==> src/rtl/fifo_rd_pkg.sv <==
// Shared constants and types for the FIFO read-side packer.
package fifo_rd_pkg;

  localparam int unsigned DefaultDataW = 16;
  localparam int unsigned DefaultRatio = 2;
  localparam int unsigned SEQ_CNT_W    = 16;

  typedef logic [DefaultDataW*DefaultRatio-1:0] pack_word_t;

endpackage

==> src/rtl/fifo_rd_out_reg.sv <==
// Output holding register: a valid/ready stage that loads a new pack or retires on accept.
module fifo_rd_out_reg
  import fifo_rd_pkg::*;
#(
  parameter int unsigned DataW  = DefaultDataW * DefaultRatio,
  parameter int unsigned LanesW = 2
) (
  input  logic              clk_i,
  input  logic              rst_ni,
  input  logic              load_i,
  input  logic [DataW-1:0]  load_data_i,
  input  logic [LanesW-1:0] load_lanes_i,
  input  logic              ready_i,
  output logic [DataW-1:0]  data_o,
  output logic [LanesW-1:0] lanes_o,
  output logic              valid_o,
  output logic              slot_free_o
);

  logic [DataW-1:0]  data_q, data_d;
  logic [LanesW-1:0] lanes_q, lanes_d;
  logic              valid_q, valid_d;

  assign slot_free_o = !valid_q || ready_i;

  // A load in the accept cycle wins, so back-to-back packs never drop valid.
  always_comb begin
    data_d  = data_q;
    lanes_d = lanes_q;
    valid_d = valid_q;
    if (load_i) begin
      data_d  = load_data_i;
      lanes_d = load_lanes_i;
      valid_d = 1'b1;
    end else if (valid_q && ready_i) begin
      valid_d = 1'b0;
    end
  end

  always_ff @(posedge clk_i or negedge rst_ni) begin
    if (!rst_ni) begin
      data_q  <= '0;
      lanes_q <= '0;
      valid_q <= 1'b0;
    end else begin
      data_q  <= data_d;
      lanes_q <= lanes_d;
      valid_q <= valid_d;
    end
  end

  assign data_o  = data_q;
  assign lanes_o = lanes_q;
  assign valid_o = valid_q;

endmodule

==> src/rtl/fifo_rd_packer.sv <==
// Pops FWFT FIFO words and packs RATIO of them into one wide valid/ready word.
// Optional sequence checker enabled by FIFO_RD_PACKER_SEQ_CHECK_EN.
module fifo_rd_packer
  import fifo_rd_pkg::*;
#(
  parameter int unsigned DATA_W = DefaultDataW,
  parameter int unsigned RATIO  = DefaultRatio,
  parameter int unsigned IDX_W  = $clog2(RATIO)
) (
  input  logic                     clk_rd,
  input  logic                     reset,
  input  logic                     rd_request,
  input  logic [DATA_W-1:0]        data_out,
  output logic                     rd_en,
  input  logic                     flush,
  output logic [DATA_W*RATIO-1:0]  out_data,
  output logic [IDX_W:0]           out_lanes,
  output logic                     out_valid,
  input  logic                     out_ready,
  output logic                     seq_err,
  output logic [SEQ_CNT_W-1:0]     seq_err_cnt
);

  localparam logic [IDX_W-1:0] LastIdx = IDX_W'(RATIO - 1);

  logic [IDX_W-1:0]             idx_q, idx_d;
  logic [RATIO-2:0][DATA_W-1:0] acc_q, acc_d;
  logic                         flush_pend_q, flush_pend_d;
  logic [RATIO-1:0][DATA_W-1:0] lanes;
  logic [IDX_W:0]               fill;
  logic                         slot_free, pop, emit, flush_req;

  // A pending flush blocks pops so the partial pack cannot be overwritten.
  assign rd_en = reset && rd_request && !flush_pend_q && ((idx_q != LastIdx) || slot_free);
  assign pop   = rd_en;

  always_comb begin
    lanes = {{DATA_W{1'b0}}, acc_q};
    if (pop) begin
      lanes[idx_q] = data_out;
    end
    fill         = {1'b0, idx_q} + {{IDX_W{1'b0}}, pop};
    flush_req    = flush || flush_pend_q;
    emit         = (pop && (idx_q == LastIdx)) || (flush_req && (fill != '0) && slot_free);
    flush_pend_d = flush_req && (fill != '0) && !emit;
    if (emit) begin
      idx_d = '0;
      acc_d = '0;
    end else begin
      idx_d = fill[IDX_W-1:0];
      acc_d = lanes[RATIO-2:0];
    end
  end

  always_ff @(posedge clk_rd or negedge reset) begin
    if (!reset) begin
      idx_q        <= '0;
      acc_q        <= '0;
      flush_pend_q <= 1'b0;
    end else begin
      idx_q        <= idx_d;
      acc_q        <= acc_d;
      flush_pend_q <= flush_pend_d;
    end
  end

  fifo_rd_out_reg #(
    .DataW  (DATA_W * RATIO),
    .LanesW (IDX_W + 1)
  ) u_out_reg (
    .clk_i        (clk_rd),
    .rst_ni       (reset),
    .load_i       (emit),
    .load_data_i  (lanes),
    .load_lanes_i (fill),
    .ready_i      (out_ready),
    .data_o       (out_data),
    .lanes_o      (out_lanes),
    .valid_o      (out_valid),
    .slot_free_o  (slot_free)
  );

`ifdef FIFO_RD_PACKER_SEQ_CHECK_EN
  logic [DATA_W-1:0]    last_q;
  logic                 seeded_q;
  logic                 seq_err_q;
  logic [SEQ_CNT_W-1:0] seq_cnt_q;

  // First pop after reset only seeds the tracker.
  always_ff @(posedge clk_rd or negedge reset) begin
    if (!reset) begin
      last_q    <= '0;
      seeded_q  <= 1'b0;
      seq_err_q <= 1'b0;
      seq_cnt_q <= '0;
    end else begin
      seq_err_q <= 1'b0;
      if (pop) begin
        last_q   <= data_out;
        seeded_q <= 1'b1;
        if (seeded_q && (data_out != last_q + DATA_W'(1))) begin
          seq_err_q <= 1'b1;
          if (seq_cnt_q != '1) begin
            seq_cnt_q <= seq_cnt_q + 1'b1;
          end
        end
      end
    end
  end

  assign seq_err     = seq_err_q;
  assign seq_err_cnt = seq_cnt_q;
`else
  assign seq_err     = 1'b0;
  assign seq_err_cnt = '0;
`endif

endmodule

==> config.mk <==
export PLATFORM = sky130hd
export DESIGN_NAME = fifo_rd_packer
export DESIGN_NICKNAME = d
export VERILOG_FILES = /design/src/rtl/fifo_rd_pkg.sv /design/src/rtl/fifo_rd_out_reg.sv /design/src/rtl/fifo_rd_packer.sv
export SDC_FILE = /design/constraint.sdc
export NUM_CORES = 1
export LEC_CHECK = 0
export CELL_PAD_IN_SITES_DETAIL_PLACEMENT = 1
export CELL_PAD_IN_SITES_GLOBAL_PLACEMENT = 2
export CORE_ASPECT_RATIO = 0.9
export CORE_UTILIZATION = 26
export CTS_BUF_LIST = sky130_fd_sc_hd__clkbuf_8 sky130_fd_sc_hd__clkbuf_16
export DETAILED_ROUTE_END_ITERATION = 8
export PLACE_DENSITY = 0.74
export SYNTH_ARGS = -nofsm -noshare
export SYNTH_HDL_FRONTEND = slang
export SYNTH_SLANG_ARGS = --single-unit
==> constraint.sdc <==
create_clock -name clk_rd -period 1.8 [get_ports clk_rd]
set_input_delay 0.27 -clock clk_rd [delete_from_list [all_inputs] [get_ports clk_rd]]
set_output_delay 0.27 -clock clk_rd [all_outputs]
set_load 0.02 [all_outputs]
==> run_results.csv, run 1 <==
group,metric,value,unit
routing,viasPerCell,3.968,
die,num_rows,33,
job,max_cap_viol_count,0,
min_path,hold_class,"input port to asynchronous set/reset pin",
place,pre_cts_ws,-0.2665,ns
timing,slew_headroom,0.5461,
yosys,synth_area_leaders,"dfrtp_1, mux2i_1, buf_4",
clock_network,clock_latency,0.31,ns
yosys,synth-edff-count,0,
routing,routed_wl,5.506,mm
routing,first_pass_iters,4,
place,placedCellCount,393,
yosys,synthTopCellsByCount,"dfrtp_1, mux2i_1, inv_1, buf_4, nor2_1",
layout,instances_no_fill,408,
clock_network,cts_tree,"done",
clock_network,hold_buffers,0,
layout,syn_to_final_growth,38.52,%
place,place_area,3164,um^2
layout,diodes,0,
layout,fillCellCount,1029,
die,die_y,93.64,um
power,max-vdd-ir-drop,0.4440,mV
power,p_leak,1.500,nW
grt,grt_first_pass_wirelength,8.742,mm
yosys,synthArstFlopShare,1.000,
critical_path,path_cells,"nand3b_4 > a21oi_4 > ha_4 > nor2_1 > a21oi_4 > buf_4 > clkbuf_16 > mux2i_1",
power,power,4.710,mW
critical_path,reg2reg_slack,0.06,ns
timing,clock_skew,0.005208,ns
routing,drt-initial-drc-count,18,
clock_network,clkSlewWorstSetupHoldPaths,0.10,ns
die,die_w,103.8,um
grt,antenna_found_initial,0,
yosys,synth.yosys.seq_area_share,0.5467,
die,die_area,9722,um^2
clock_network,cts.sinks,53,
clock_network,htree_levels,2,
critical_path,end_kind,"flip-flop",
timing,timing.fmax,0.5731,GHz
critical_path,path_class,"flip-flop to flip-flop",
die,core-area,9084,um^2
grt,grt_usage,0.1138,
timing,post-route-period-util,0.9693,
timing,timing.hold.ws,0.1471,ns
grt,grt_overflow_total,0,
clock_network,clock-root-buffer,"clkbuf_8",
yosys,syn_area,2426,um^2
timing,rsz0062_at_grt,"yes",
layout,regArea,1328,um^2
timing,hold_viol_final,0,
critical_path,startpoint_type,"flip-flop",
timing,worstMarginPinSlew,0.6808,ns
die,pin_count,74,
place,dpl.hpwl,3.648,mm
critical_path,cpMaxStageDelayCell,"dfrtp_1",
yosys,yosysTopAreaCellShare,0.5467,
timing,setup_violations,0,
yosys,ys_seq_elements,53,
routing,num_vias,1619,
place,gp_congestion,0.6903,
critical_path,max_stage_delay,0.40,ns
routing,wl_per_cell,13.50,um
timing,tns,0,ns
yosys,synth_area_leader_cell,"dfrtp_1",
timing,period_needed,1.745,ns
yosys,synthCells,211,
die,start_util,0.2671,
clock_network,cts_buffers,5,
yosys,post-synth-top-count-cell,"dfrtp_1",
yosys,avgSynthCellArea,11.50,um^2
grt,grt_max_degree,54,
critical_path,cp-startpoint,"flush_pend_q",
status,status,"complete, no violations",
yosys,yosysWarningCount,0,
layout,post-route-util,0.3700,
routing,drtAntennaViolNets,0,
critical_path,arrival,1.98,ns
timing,fin_ws,0.05517,ns
layout,fin_area,3361,um^2
layout,layout-drive-gt1-share,0.1364,
routing,drc,0,
critical_path,crit_top_cell,"a21oi_4",
power,powerDensity,1401,nW/um^2
critical_path,crit_required,2.03,ns
grt,first_global_vias,1742,
yosys,synthFlopType,"dfrtp_1",
layout,multi_input_area,872.1,um^2
layout,nets,307,
place,portBuffers,56,
yosys,ys_types,24,
critical_path,reg2reg_from,"flush_pend_q",
timing,slew_violations,0,
clock_network,clockBufferDepth,2,
critical_path,cp_max_fo,7,
==> cell usage in the layout, fill, tap and decap left out, drive strengths merged <==
cell and count:
buf 17, nand2b 1, nor2b 2, mux2i 48
dlygate4sd2 1, clkbuf 8, a21oi 3, clkinv 2
nand2 18, inv 32, ha 1, nor2 20
mux2 1, a21o 1, nor3b 1, conb 17
nand3b 1, clkdlybuf4s50 53, clkinvlp 1, dfrtp 53
nor3 1, or2 1, o21ai 1, dlymetal6s2s 1
o211ai 1
==> report_power, final <==
part | total [mW] | internal (mW) | switching [mW]
logic | 2.22 | 1.12 | 1.10
clock network | 0.666 | 0.270 | 0.396
registers | 1.83 | 1.61 | 0.220
total | 4.71 | 2.99 | 1.72
==> layout make-up <==
class,count,share of cell area
flip-flops and latches,53,0.3950
clock buffers,5,0.02048
multi-input cells,118,0.2595
inverters,32,0.03574
well taps,122,0.04542
repair buffers,75,0.2386
clock inverters,3,0.005212
==> repair_timing <==
item / 4_1_cts / 5_1_grt
pin swaps: 0 / 1
gates resized for setup: 1 / 2
cloned: 0 / 3
setup endpoints to repair: 1 / 12
buffers inserted: 0 / 4
==> cells by family (layout without fill, tap and decap cells) <==
group,after synthesis,in the layout,synth area share
AND/OR/NAND/NOR,45,45,0.09025
buffers and inverters,56,115,0.1331
other,1,17,0.001546
adder cells (fa/ha/maj),1,1,0.005156
flip-flops,53,53,0.5467
AO/OA/AOI/OAI,6,6,0.02063
multiplexers,49,49,0.2027
==> final timing paths <==
kind / endpoint / cells after the start
min reg2reg: u_out_reg.lanes_o[1] / 1
min in group clk_rd: u_out_reg.lanes_o[1] / 1
max reg2reg: u_out_reg.data_o[2] / 8
max in group asynchronous: u_out_reg.valid_o / 2
min: flush_pend_q / 2
max: u_out_reg.data_o[2] / 8
==> metal layers <==
layer  GRT usage  routed length (um)
met1      0.1478                2616
met2      0.1856                2607
met3     0.03415                 246
met4     0.02857                  36
met5           0                   0
==> flip-flops by register name (all words and copies together), names as in the netlist <==
signal             count
acc_q                 16
u_out_reg.valid_o      1
u_out_reg.lanes_o      2
flush_pend_q           1
idx_q                  1
u_out_reg.data_o      32
==> worst max-delay path: cells and delay by family, from the launching register on <==
kind	cells	cell delay, ns
buffers and inverters	2	0.34
AO/OA/AOI/OAI	2	0.31
flip-flops	1	0.40
multiplexers	1	0.21
adder cells (fa/ha/maj)	1	0.17
AND/OR/NAND/NOR	2	0.25
(Power assumes the default switching activity.)
==> inputs of run 2 (changes only) <==
--- a/config.mk
+++ b/config.mk
@@ -8,10 +8,10 @@
 export CELL_PAD_IN_SITES_DETAIL_PLACEMENT = 1
 export CELL_PAD_IN_SITES_GLOBAL_PLACEMENT = 2
 export CORE_ASPECT_RATIO = 0.9
-export CORE_UTILIZATION = 26
+export CORE_UTILIZATION = 29
 export CTS_BUF_LIST = sky130_fd_sc_hd__clkbuf_8 sky130_fd_sc_hd__clkbuf_16
 export DETAILED_ROUTE_END_ITERATION = 8
-export PLACE_DENSITY = 0.74
+export PLACE_DENSITY = 0.78
 export SYNTH_ARGS = -nofsm -noshare
 export SYNTH_HDL_FRONTEND = slang
 export SYNTH_SLANG_ARGS = --single-unit
==> constraint.sdc (replaced) <==
create_clock -name clk_rd -period 1.9 [get_ports clk_rd]
set_input_delay 0.285 -clock clk_rd [delete_from_list [all_inputs] [get_ports clk_rd]]
set_output_delay 0.285 -clock clk_rd [all_outputs]
set_load 0.02 [all_outputs]
==> run_results.csv, run 2 (same netlist as run 1, synthesis figures left out) <==
group,metric,value,unit
place,place_area,3112,um^2
layout,mostFrequentLayoutCells,"clkdlybuf4s50_1, dfrtp_1, mux2i_1, inv_1, nor2_1",
die,num_rows,31,
clock_network,cts_buffers,5,
power,p_leak,1.439,nW
routing,viasPerCell,4.188,
power,swShare,0.3627,
grt,antenna_found_initial,0,
routing,routed_wl,5.026,mm
timing,rsz0062_at_grt,"no",
layout,post-route-util,0.3981,
clock_network,htree_levels,2,
clock_network,clock-root-buffer,"clkbuf_8",
status,status,"complete, no violations",
critical_path,reg2reg_slack,0.16,ns
layout,nets,299,
power,p_seq_frac,0.396,
die,pin_count,74,
place,gp_congestion,0.6669,
power,power,4.351,mW
timing,post-route-period-util,0.9248,
critical_path,startpoint_type,"input port",
power,max-vdd-ir-drop,0.4498,mV
layout,layout-drive-gt1-share,0.1043,
timing,worstMarginPinSlew,0.6954,ns
routing,first_pass_iters,5,
clock_network,cts_setup_buffers,0,
power,internal_power,2.773,mW
layout,multi_input_area,853.3,um^2
timing,setup_violations,0,
grt,first_global_vias,1691,
timing,hold_viol_final,0,
clock_network,clock_latency,0.31,ns
critical_path,crit_required,2.12,ns
critical_path,cp_max_fo,22,
layout,largest_register_ffs,32,
critical_path,arrival,1.98,ns
layout,fin_area,3212,um^2
routing,drc,0,
layout,regArea,1326,um^2
power,p_comb_frac,0.441,
layout,fillCellCount,916,
layout,diodes,0,
routing,drtAntennaViolNets,0,
place,dpl.hpwl,3.511,mm
critical_path,cp-startpoint,"rd_request",
routing,drt-initial-drc-count,25,
critical_path,crit_end,"u_out_reg.data_o[14]",
grt,grt_max_degree,54,
timing,timing.fmax,0.5691,GHz
grt,grt_overflow_total,0,
critical_path,reg2reg_from,"u_out_reg.valid_o",
timing,fin_ws,0.1428,ns
power,powerDensity,1355,nW/um^2
grt,grt_first_pass_wirelength,8.411,mm
routing,wl_per_cell,13.33,um
clock_network,cts_tree,"done",
layout,syn_to_final_growth,32.39,%
die,core-area,8068,um^2
critical_path,rr_worst_depth,7,
critical_path,end_kind,"flip-flop",
critical_path,path_class,"input port to flip-flop",
critical_path,crit_cells,8,
critical_path,r2r-end,"u_out_reg.data_o[14]",
layout,final_common_cell,"clkdlybuf4s50_1",
critical_path,crit_top_cell,"a21oi_4",
timing,slew_headroom,0.5364,
critical_path,cp_num_buf_inv,2,
die,die_y,88.77,um
place,portBuffers,56,
power,p_clk_frac,0.163,
min_path,hold_class,"input port to asynchronous set/reset pin",
power,power.switching,1.578,mW
job,max_cap_viol_count,0,
critical_path,cp_top_family,"buffers and inverters",
place,pre_cts_ws,-0.2050,ns
timing,slew_violations,0,
timing,period_needed,1.757,ns
clock_network,clkSlewWorstSetupHoldPaths,0.09,ns
routing,num_vias,1579,
die,die_w,98.41,um
die,die_area,8736,um^2
clock_network,cts.sinks,53,
timing,clock_skew,0.007225,ns
clock_network,clockBufferDepth,2,
critical_path,path_cells,"clkdlybuf4s50_1 > nand3b_4 > a21oi_4 > ha_2 > nor2_1 > a21oi_4 > buf_12 > mux2i_1",
critical_path,cpMaxStageDelayCell,"clkdlybuf4s50_1",
die,start_util,0.3007,
critical_path,max_stage_delay,0.52,ns
grt,grt_usage,0.1247,
-- run 2: worst min path at each step --
stage                                    start                   end  cells after the start
after floorplan                          reset              acc_q[0]                      0
after global placement    u_out_reg.lanes_o[1]  u_out_reg.lanes_o[1]                      1
after detailed placement  u_out_reg.lanes_o[1]  u_out_reg.lanes_o[1]                      1
after CTS                                reset  u_out_reg.data_o[26]                      2
after global routing                     reset  u_out_reg.data_o[26]                      2
final                                    reset          flush_pend_q                      2
-- run 2: metal layers --
layer,up-vias,GRT usage,part of all wire
li1,752,-,-
met5,-,0,0
met1,775,0.1723,0.50
met2,44,0.1908,0.43
met4,0,0.04885,0.016
met3,8,0.02923,0.048
-- run 2: per-stage QoR --
stage / hold slack [ns] / instances / setup TNS (ns)
after floorplan: -0.01059 / 227 / 0
after global placement: 0.4738 / 369 / -4.272
after detailed placement: 0.4664 / 369 / -6.086
after CTS: 0.1946 / 377 / 0
after global routing: 0.2328 / 377 / 0
final: 0.1600 / 377 / 0
-- run 2: cell type report --
class | count | area share
Multi-Input combinational cell | 118 | 0.2657
Clock buffer | 7 | 0.03000
Tap cell | 99 | 0.03857
Inverter | 32 | 0.03740
Clock inverter | 1 | 0.001558
Timing Repair Buffer | 67 | 0.2139
Sequential cell | 53 | 0.4129
-- run 2: timing repair --
action	CTS	global route
setup endpoints to repair	1	0
hold buffers	0	0
gates resized for setup	1	0
-- run 2: worst reg2reg max path, cell delays in order (launching register included) --
cell and delay [ns]:
dfrtp_1 0.40, nor2b_2 0.19, a21oi_4 0.12, ha_2 0.21
nor2_1 0.07, a21oi_4 0.21, buf_12 0.21, mux2i_1 0.25
-- run 2: power by group through the flow --
stage	Sequential (mW)	Clock (mW)	Combinational [mW]
3_5_place_dp	1.75	0	1.95
3_3_place_gp	1.74	0	1.90
6_report	1.72	0.711	1.92
2_1_floorplan	2.03	0	0.851
5_1_grt	1.78	0.787	2.10
4_1_cts	1.73	0.743	1.95
